$ cat src/rtl/quant_stream.sv
// quant_stream: streaming JPEG coefficient quantiser.
//
// Each input beat is one column of an 8x8 DCT block. There are 8 signed lanes
// and lane r holds row r. Each lane is multiplied by a reciprocal quantisation
// coefficient taken from a luma or chroma ROM. The product is scaled by
// 2^-FRAC, truncated toward zero or rounded half away from zero, and then
// saturated to OUT_W bits.
//
// Ports:
//   clk        rising-edge clock
//   reset      asynchronous active-low reset
//   in_valid   / in_ready   input handshake (in_ready depends only on the
//                           output side)
//   in_sof     beat is column 0 of a new block; resynchronises the counter
//   in_data    8 lanes of IN_W-bit two's complement, lane r at [r*IN_W +: IN_W]
//   table_sel  0 = luma, 1 = chroma; sampled on column-0 beats only
//   round_mode 0 = truncate toward zero, 1 = round half away from zero
//   out_valid  / out_ready  output handshake
//   out_data   8 lanes of OUT_W-bit signed results
//   out_col    column index of the output beat
//   out_last   high when out_col == 7
module quant_stream #(
    parameter int IN_W  = 20,
    parameter int Q_W   = 8,
    parameter int FRAC  = 7,
    parameter int OUT_W = 12
) (
    input  logic                 clk,
    input  logic                 reset,
    input  logic                 in_valid,
    output logic                 in_ready,
    input  logic                 in_sof,
    input  logic [8*IN_W-1:0]    in_data,
    input  logic                 table_sel,
    input  logic                 round_mode,
    output logic                 out_valid,
    input  logic                 out_ready,
    output logic [8*OUT_W-1:0]   out_data,
    output logic [2:0]           out_col,
    output logic                 out_last
);

    localparam int PW = IN_W + Q_W + 1;
    localparam logic [PW-1:0] HALF    = PW'(1) << (FRAC - 1);
    localparam logic [PW-1:0] POS_MAX = PW'((2 ** (OUT_W - 1)) - 1);
    localparam logic [PW-1:0] NEG_MAX = PW'(2 ** (OUT_W - 1));

    // Each ROM row is packed with column 0 in the most significant byte, so the
    // literals read in the same order as the quantisation tables.
    function automatic logic [63:0] luma_row(input logic [2:0] r);
        case (r)
            3'd0:    luma_row = {8'd8,  8'd12, 8'd13, 8'd8, 8'd5, 8'd3, 8'd3, 8'd2};
            3'd1:    luma_row = {8'd11, 8'd11, 8'd9,  8'd7, 8'd5, 8'd2, 8'd2, 8'd2};
            3'd2:    luma_row = {8'd9,  8'd10, 8'd8,  8'd5, 8'd3, 8'd2, 8'd2, 8'd2};
            3'd3:    luma_row = {8'd9,  8'd8,  8'd6,  8'd4, 8'd3, 8'd1, 8'd2, 8'd2};
            3'd4:    luma_row = {8'd7,  8'd6,  8'd3,  8'd2, 8'd2, 8'd1, 8'd1, 8'd2};
            3'd5:    luma_row = {8'd5,  8'd4,  8'd2,  8'd2, 8'd2, 8'd1, 8'd1, 8'd1};
            3'd6:    luma_row = {8'd3,  8'd2,  8'd2,  8'd1, 8'd1, 8'd1, 8'd1, 8'd1};
            default: luma_row = {8'd2,  8'd1,  8'd1,  8'd1, 8'd1, 8'd1, 8'd1, 8'd1};
        endcase
    endfunction

    function automatic logic [63:0] chroma_row(input logic [2:0] r);
        case (r)
            3'd0:    chroma_row = {8'd8, 8'd7, 8'd5, 8'd3, 8'd1, 8'd1, 8'd1, 8'd1};
            3'd1:    chroma_row = {8'd7, 8'd6, 8'd5, 8'd2, 8'd1, 8'd1, 8'd1, 8'd1};
            3'd2:    chroma_row = {8'd5, 8'd5, 8'd2, 8'd1, 8'd1, 8'd1, 8'd1, 8'd1};
            3'd3:    chroma_row = {8'd3, 8'd2, 8'd1, 8'd1, 8'd1, 8'd1, 8'd1, 8'd1};
            default: chroma_row = {8{8'd1}};
        endcase
    endfunction

    logic                  en;
    logic                  accept;
    logic [2:0]            col_used;
    logic                  tbl_used;

    logic [2:0]            cnt_q;
    logic                  tbl_q;

    logic                  s1_valid_q;
    logic                  s1_rnd_q;
    logic [2:0]            s1_col_q;
    logic signed [PW-1:0]  s1_p_q [8];
    logic signed [PW-1:0]  prod_d [8];

    logic                  s2_valid_q;
    logic [8*OUT_W-1:0]    out_data_q;
    logic [2:0]            out_col_q;
    logic                  out_last_q;
    logic [OUT_W-1:0]      lane_d [8];

    // The whole pipeline advances together. The input may only be taken when
    // the output register is free or is being drained in this cycle.
    assign en       = !s2_valid_q || out_ready;
    assign in_ready = en;
    assign accept   = in_valid && en;

    // A start-of-frame beat overrides the running column position. Column-0
    // beats use table_sel directly; every later beat uses the latched table.
    assign col_used = in_sof ? 3'd0 : cnt_q;
    assign tbl_used = (col_used == 3'd0) ? table_sel : tbl_q;

    for (genvar gi = 0; gi < 8; gi++) begin : g_lane
        logic [63:0]          row_bits;
        logic [Q_W-1:0]       coef;
        logic signed [IN_W-1:0] x_lane;
        logic signed [PW-1:0] x_ext;
        logic signed [PW-1:0] c_ext;

        logic                 neg;
        logic [PW-1:0]        mag;
        logic [PW-1:0]        qm;
        logic [PW-1:0]        neg_qm;

        // S1: coefficient lookup and signed multiply. The coefficient is
        // zero-extended, so the product takes the sign of the input.
        always_comb begin
            row_bits   = tbl_used ? chroma_row(3'(gi)) : luma_row(3'(gi));
            coef       = Q_W'(row_bits[{~col_used, 3'b000} +: 8]);
            x_lane     = in_data[gi*IN_W +: IN_W];
            x_ext      = x_lane;
            c_ext      = {{(PW-Q_W){1'b0}}, coef};
            prod_d[gi] = x_ext * c_ext;
        end

        // S2: scale the magnitude so the result is symmetric about zero, then
        // restore the sign and clamp it to the output range.
        always_comb begin
            neg    = s1_p_q[gi][PW-1];
            mag    = neg ? PW'(-s1_p_q[gi]) : PW'(s1_p_q[gi]);
            if (s1_rnd_q) begin
                mag = mag + HALF;
            end
            qm     = mag >> FRAC;
            neg_qm = -qm;
            if (!neg) begin
                lane_d[gi] = (qm > POS_MAX) ? POS_MAX[OUT_W-1:0] : qm[OUT_W-1:0];
            end else begin
                lane_d[gi] = (qm > NEG_MAX) ? NEG_MAX[OUT_W-1:0] : neg_qm[OUT_W-1:0];
            end
        end
    end

    always_ff @(posedge clk or negedge reset) begin
        if (!reset) begin
            cnt_q      <= 3'd0;
            tbl_q      <= 1'b0;
            s1_valid_q <= 1'b0;
            s1_rnd_q   <= 1'b0;
            s1_col_q   <= 3'd0;
            for (int r = 0; r < 8; r++) begin
                s1_p_q[r] <= '0;
            end
            s2_valid_q <= 1'b0;
            out_data_q <= '0;
            out_col_q  <= 3'd0;
            out_last_q <= 1'b0;
        end else begin
            if (accept) begin
                cnt_q <= col_used + 3'd1;
                if (col_used == 3'd0) begin
                    tbl_q <= table_sel;
                end
            end
            if (en) begin
                s1_valid_q <= accept;
                if (accept) begin
                    for (int r = 0; r < 8; r++) begin
                        s1_p_q[r] <= prod_d[r];
                    end
                    s1_rnd_q <= round_mode;
                    s1_col_q <= col_used;
                end
                s2_valid_q <= s1_valid_q;
                // The output fields change only when a new result arrives, so
                // they stay stable while a beat is waiting for out_ready.
                if (s1_valid_q) begin
                    for (int r = 0; r < 8; r++) begin
                        out_data_q[r*OUT_W +: OUT_W] <= lane_d[r];
                    end
                    out_col_q  <= s1_col_q;
                    out_last_q <= (s1_col_q == 3'd7);
                end
            end
        end
    end

    assign out_valid = s2_valid_q;
    assign out_data  = out_data_q;
    assign out_col   = out_col_q;
    assign out_last  = out_last_q;

endmodule

$ cat config.mk
export PLATFORM = sky130hd
export DESIGN_NAME = quant_stream
export DESIGN_NICKNAME = d
export VERILOG_FILES = /design/src/rtl/quant_stream.sv
export SDC_FILE = /design/constraint.sdc
export NUM_CORES = 2
export LEC_CHECK = 0
export BUFFER_PORTS_ARGS = -buffer_cell sky130_fd_sc_hd__buf_4
export CAP_MARGIN = 30
export CORE_AREA = 2 2 281 353
export CTS_CLUSTER_SIZE = 30
export DETAILED_ROUTE_END_ITERATION = 8
export DIE_AREA = 0 0 283 355
export PLACE_DENSITY = 0.64
export SETUP_SLACK_MARGIN = 0.3
export SYNTH_ARGS = -nofsm -noshare
export SYNTH_HDL_FRONTEND = slang
export SYNTH_SLANG_ARGS = --single-unit
$ cat constraint.sdc
create_clock -name clk -period 11.59 [get_ports clk]
set_clock_uncertainty 0.15 [all_clocks]
set_input_delay 0.5795 -clock clk [delete_from_list [all_inputs] [get_ports clk]]
set_output_delay 0.5795 -clock clk [all_outputs]
set_load 0.05 [all_outputs]
==> flow_results.xml <==
<?xml version="1.0" encoding="UTF-8"?>
<metrics>
  <group name="run_status">
    <metric name="outcome" unit="">finished clean</metric>
  </group>
  <group name="die">
    <metric name="total_die_area" unit="um^2">100000</metric>
    <metric name="core_area" unit="um^2">96900</metric>
    <metric name="dieWidth" unit="um">283</metric>
    <metric name="pin_count" unit="">269</metric>
    <metric name="rows" unit="">128</metric>
    <metric name="die_h" unit="um">355</metric>
    <metric name="initial_utilization" unit="%">49.8</metric>
  </group>
  <group name="min_path">
    <metric name="hp-class" unit="">in2reg</metric>
    <metric name="hold-path-cell-count" unit="">3</metric>
  </group>
  <group name="global_route">
    <metric name="grt_pass1_wl" unit="um">206000</metric>
    <metric name="track_usage" unit="%">24.4</metric>
    <metric name="via_count_of_the_first_global_routing_pass" unit="">40700</metric>
    <metric name="grt_max_degree" unit="">212</metric>
    <metric name="antenna_violations_before_repair" unit="">9</metric>
    <metric name="global_route.overflow_total" unit="">0</metric>
  </group>
  <group name="placed_design">
    <metric name="place_ws" unit="ns">3.20</metric>
    <metric name="io_buffer_count" unit="">268</metric>
    <metric name="post_dp_cell_area" unit="um^2">51000</metric>
    <metric name="globalplace.congestion" unit="">0.887</metric>
    <metric name="dp.final_hpwl" unit="um">96400</metric>
  </group>
  <group name="cts">
    <metric name="clk_path_buf_depth" unit="">3</metric>
    <metric name="cts_num_sinks" unit="">342</metric>
    <metric name="cts-resized-gates" unit="">0</metric>
    <metric name="clock_tree.htree_level_count" unit="">2</metric>
    <metric name="clockRootBuffer" unit="">clkbuf_16</metric>
    <metric name="numCtsBuffers" unit="">41</metric>
    <metric name="latest_clock_arrival_within_the_worst_skew_pair" unit="ns">0.60</metric>
    <metric name="postCtsSetupRepairBufs" unit="">0</metric>
    <metric name="tritoncts_clock_tree" unit="">built</metric>
    <metric name="clkSlewWorstSetupHoldPaths" unit="ns">0.06</metric>
  </group>
  <group name="synth">
    <metric name="fraction_of_synthesized_cell_area_in_xor_and_xnor_cells" unit="%">6.46</metric>
    <metric name="syn-num-nets" unit="">7053</metric>
    <metric name="yosys.area_share.adder" unit="%">23.8</metric>
    <metric name="synth-simple-area-share" unit="%">24.2</metric>
    <metric name="synthMuxAreaShare" unit="%">1.43</metric>
    <metric name="synth_area" unit="um^2">48200</metric>
    <metric name="post_synth_num_cell_types" unit="">114</metric>
    <metric name="synth-compound-area-share" unit="%">19.1</metric>
    <metric name="syn-instance-count" unit="">6094</metric>
    <metric name="sequential_element_share_of_the_synthesized_area" unit="%">17.8</metric>
    <metric name="combinational_family_with_the_most_area_after_synthesis" unit="">simple AND/OR/NAND/NOR gates</metric>
    <metric name="ys_async_sr_fraction" unit="%">100</metric>
    <metric name="number_of_synthesized_flops_with_an_enable_pin" unit="">0</metric>
    <metric name="syn_area_per_cell" unit="um^2">7.91</metric>
    <metric name="synth-warning-count" unit="">0</metric>
    <metric name="ys_ff_latch" unit="">342</metric>
    <metric name="synth_flop_cell" unit="">dfrtp_1</metric>
  </group>
  <group name="layout">
    <metric name="syn2layout_area_growth" unit="%">8.87</metric>
    <metric name="layout-drive-gt1-share" unit="%">8.71</metric>
    <metric name="fill_cells" unit="">9289</metric>
    <metric name="finish.net_count" unit="">7078</metric>
    <metric name="fin_area" unit="um^2">52500</metric>
  </group>
  <group name="timing">
    <metric name="fin_worst_hold_slack" unit="ns">0.0546</metric>
    <metric name="layout_worst_path_cycle_share" unit="%">71.1</metric>
    <metric name="timing.slew.headroom" unit="%">33.5</metric>
    <metric name="worst_pin_slew" unit="ns">0.995</metric>
    <metric name="setup-tns-final" unit="ns">0</metric>
    <metric name="finalCriticalPeriod" unit="ns">8.24</metric>
    <metric name="hold_violations" unit="">0</metric>
    <metric name="rsz0062_at_grt" unit="">false</metric>
    <metric name="final_max_slew_viol_count" unit="">0</metric>
    <metric name="setup_viol_count_final" unit="">0</metric>
    <metric name="clock.fmax" unit="GHz">0.121</metric>
    <metric name="worst_slack" unit="ns">3.35</metric>
  </group>
  <group name="route">
    <metric name="detail_route.vias_per_cell" unit="">5.72</metric>
    <metric name="drc_errors" unit="">0</metric>
    <metric name="detail_route.iter0.violations" unit="">2514</metric>
    <metric name="detail_route.first_pass.iterations" unit="">7</metric>
    <metric name="drt.antenna.violating_nets" unit="">0</metric>
    <metric name="route.detailed.wl_per_inst" unit="um">16.6</metric>
    <metric name="vias" unit="">42700</metric>
    <metric name="wirelength" unit="um">124000</metric>
  </group>
  <group name="worst_setup_path">
    <metric name="worst_path_largest_cell_delay" unit="ns">0.58</metric>
    <metric name="crit_fanout" unit="">30</metric>
    <metric name="crit_path_frequent_cell" unit="">ha_1</metric>
    <metric name="worstPathArrival" unit="ns">8.59</metric>
    <metric name="worst_path_max_delay_cell" unit="">dfrtp_1</metric>
    <metric name="timing.setup.critical_path_class" unit="">reg2reg</metric>
    <metric name="nature_of_the_critical_path_endpoint" unit="">flop</metric>
    <metric name="crit_path_start_kind" unit="">flop</metric>
    <metric name="r2r.worst_path.cells" unit="">31</metric>
    <metric name="worst-endpoint-required" unit="ns">11.94</metric>
  </group>
  <group name="power_and_ir_drop">
    <metric name="total_power" unit="mW">16.3</metric>
    <metric name="leakagePower" unit="nW">24.9</metric>
    <metric name="p_per_area" unit="nW/um^2">311</metric>
    <metric name="vdd.ir_drop.worst" unit="mV">0.128</metric>
  </group>
  <group name="run">
    <metric name="max-cap-violations" unit="">0</metric>
  </group>
</metrics>
per-stage QoR:
step | std cells | util, %
2_1_floorplan | 6094 | -
3_3_place_gp | 7374 | 52.6
3_5_place_dp | 7375 | 52.6
4_1_cts | 7452 | 54.2
5_1_grt | 7452 | 54.2
6_report | 7454 | 54.2
where the power goes:
group          switching [mW]  total, mW  internal [mW]
combinational            7.30       12.2           4.93
clock                   0.583       1.42          0.840
sequential              0.933       2.69           1.75
total                    8.81       16.3           7.52
state kept, by name, summed over array words and instances (netlist names), 3 cells and up:
register and cells:
cnt_q 3, out_data 96, g_lane.neg 8, out_col 3, s1_p_q 224, s1_col_q 3
placed cells by master, fill, tap and decap left out, types with 50 or more instances in the layout:
cell type,n
nand2_1,736
inv_1,593
ha_1,584
dfrtp_1,341
o21ai_0,333
and2_1,326
buf_4,306
nor2_1,304
a21oi_1,232
fa_1,208
xnor2_1,202
nand3_1,155
xor2_1,152
nor3_1,139
nor2b_1,89
or3_1,78
and3_1,75
a31oi_1,71
o31ai_1,68
nand2b_1,66
a21o_1,65
nand4_1,60
a211oi_1,55
mux2i_1,50
layer usage:
layer	GRT usage (%)	vias to the layer above	share of wire [%]	wire length, um
li1	-	21300	-	-
met1	32.3	20300	46	56500
met2	41.4	809	47	58300
met3	3.14	169	4.5	5590
met4	7.28	14	2.9	3550
met5	0	-	0.079	98
what timing repair did:
| item | in CTS | in global routing |
|---|---|---|
| hold buffers | 1 | 0 |
| endpoints found under the setup margin | 0 | 0 |
| endpoints found under the hold margin | 78 | 0 |
logic make-up after synthesis:
family	after synthesis
simple gates	2274
compound gates	1336
buf+inv	927
fa+ha+maj	793
xor+xnor	355
flops	342
mux	67
cell type report:
cell class	instances	area, um^2	area share [%]
multi-input cells	4825	36200	69.0
inverters	599	2250	4.28
clock buffers	54	1190	2.26
well taps	1300	1630	3.10
diodes	2	5.00	0.00953
flip-flops and latches	342	8560	16.3
repair buffers	310	2360	4.50
clock inverters	22	275	0.524
synthesized netlist by cell type, types with 16 or more instances:
library cell	instances	area, um^2
o31ai_1	68	510
o21a_1	38	285
nand3_1	155	776
a311oi_1	16	140
o21bai_1	33	248
ha_1	584	7310
o21ai_0	334	1670
xnor2_1	202	1770
or2_2	46	288
nand4_1	60	375
a211o_1	16	140
fa_1	208	4160
a22o_1	25	219
a21oi_1	234	1170
a21boi_0	18	135
and2_1	328	2050
nor3b_1	20	150
a41oi_1	19	166
buf_1	28	105
nor2_1	304	1140
o211ai_1	46	345
dfrtp_1	342	8560
mux2i_1	52	521
and3_1	75	469
or4_1	40	300
nor3_1	141	706
clkbuf_1	285	1070
a22oi_1	20	150
a211oi_1	56	420
o41ai_1	39	342
a31oi_1	72	450
a21o_1	65	488
or3_1	78	488
nand2_1	738	2770
nor4_1	45	282
nor2b_1	89	557
o22ai_1	20	125
o31a_1	17	149
nand2b_1	66	413
inv_1	594	2230
xor2_1	152	1330
final timing paths:
path	from	end	slack (ns)
max reg2reg	cnt_q[1]	s1_p_q[142]	3.35
max in group asynchronous	reset	s1_p_q[19]	9.45
min	round_mode	s1_rnd_q	0.05
min in group asynchronous	reset	s1_p_q[110]	0.45
min reg2reg	s1_p_q[149]	s1_p_q[149]	0.32
max	cnt_q[1]	s1_p_q[142]	3.35
worst max-delay path: cells and delay by family (launching register included):
family	cells	cell delay (ns)
compound gates	12	2.76
buf+inv	4	0.65
fa+ha+maj	8	2.84
flops	1	0.58
mux	2	0.31
simple gates	5	0.84
No activity file was read; power rests on OpenSTA's default activity.
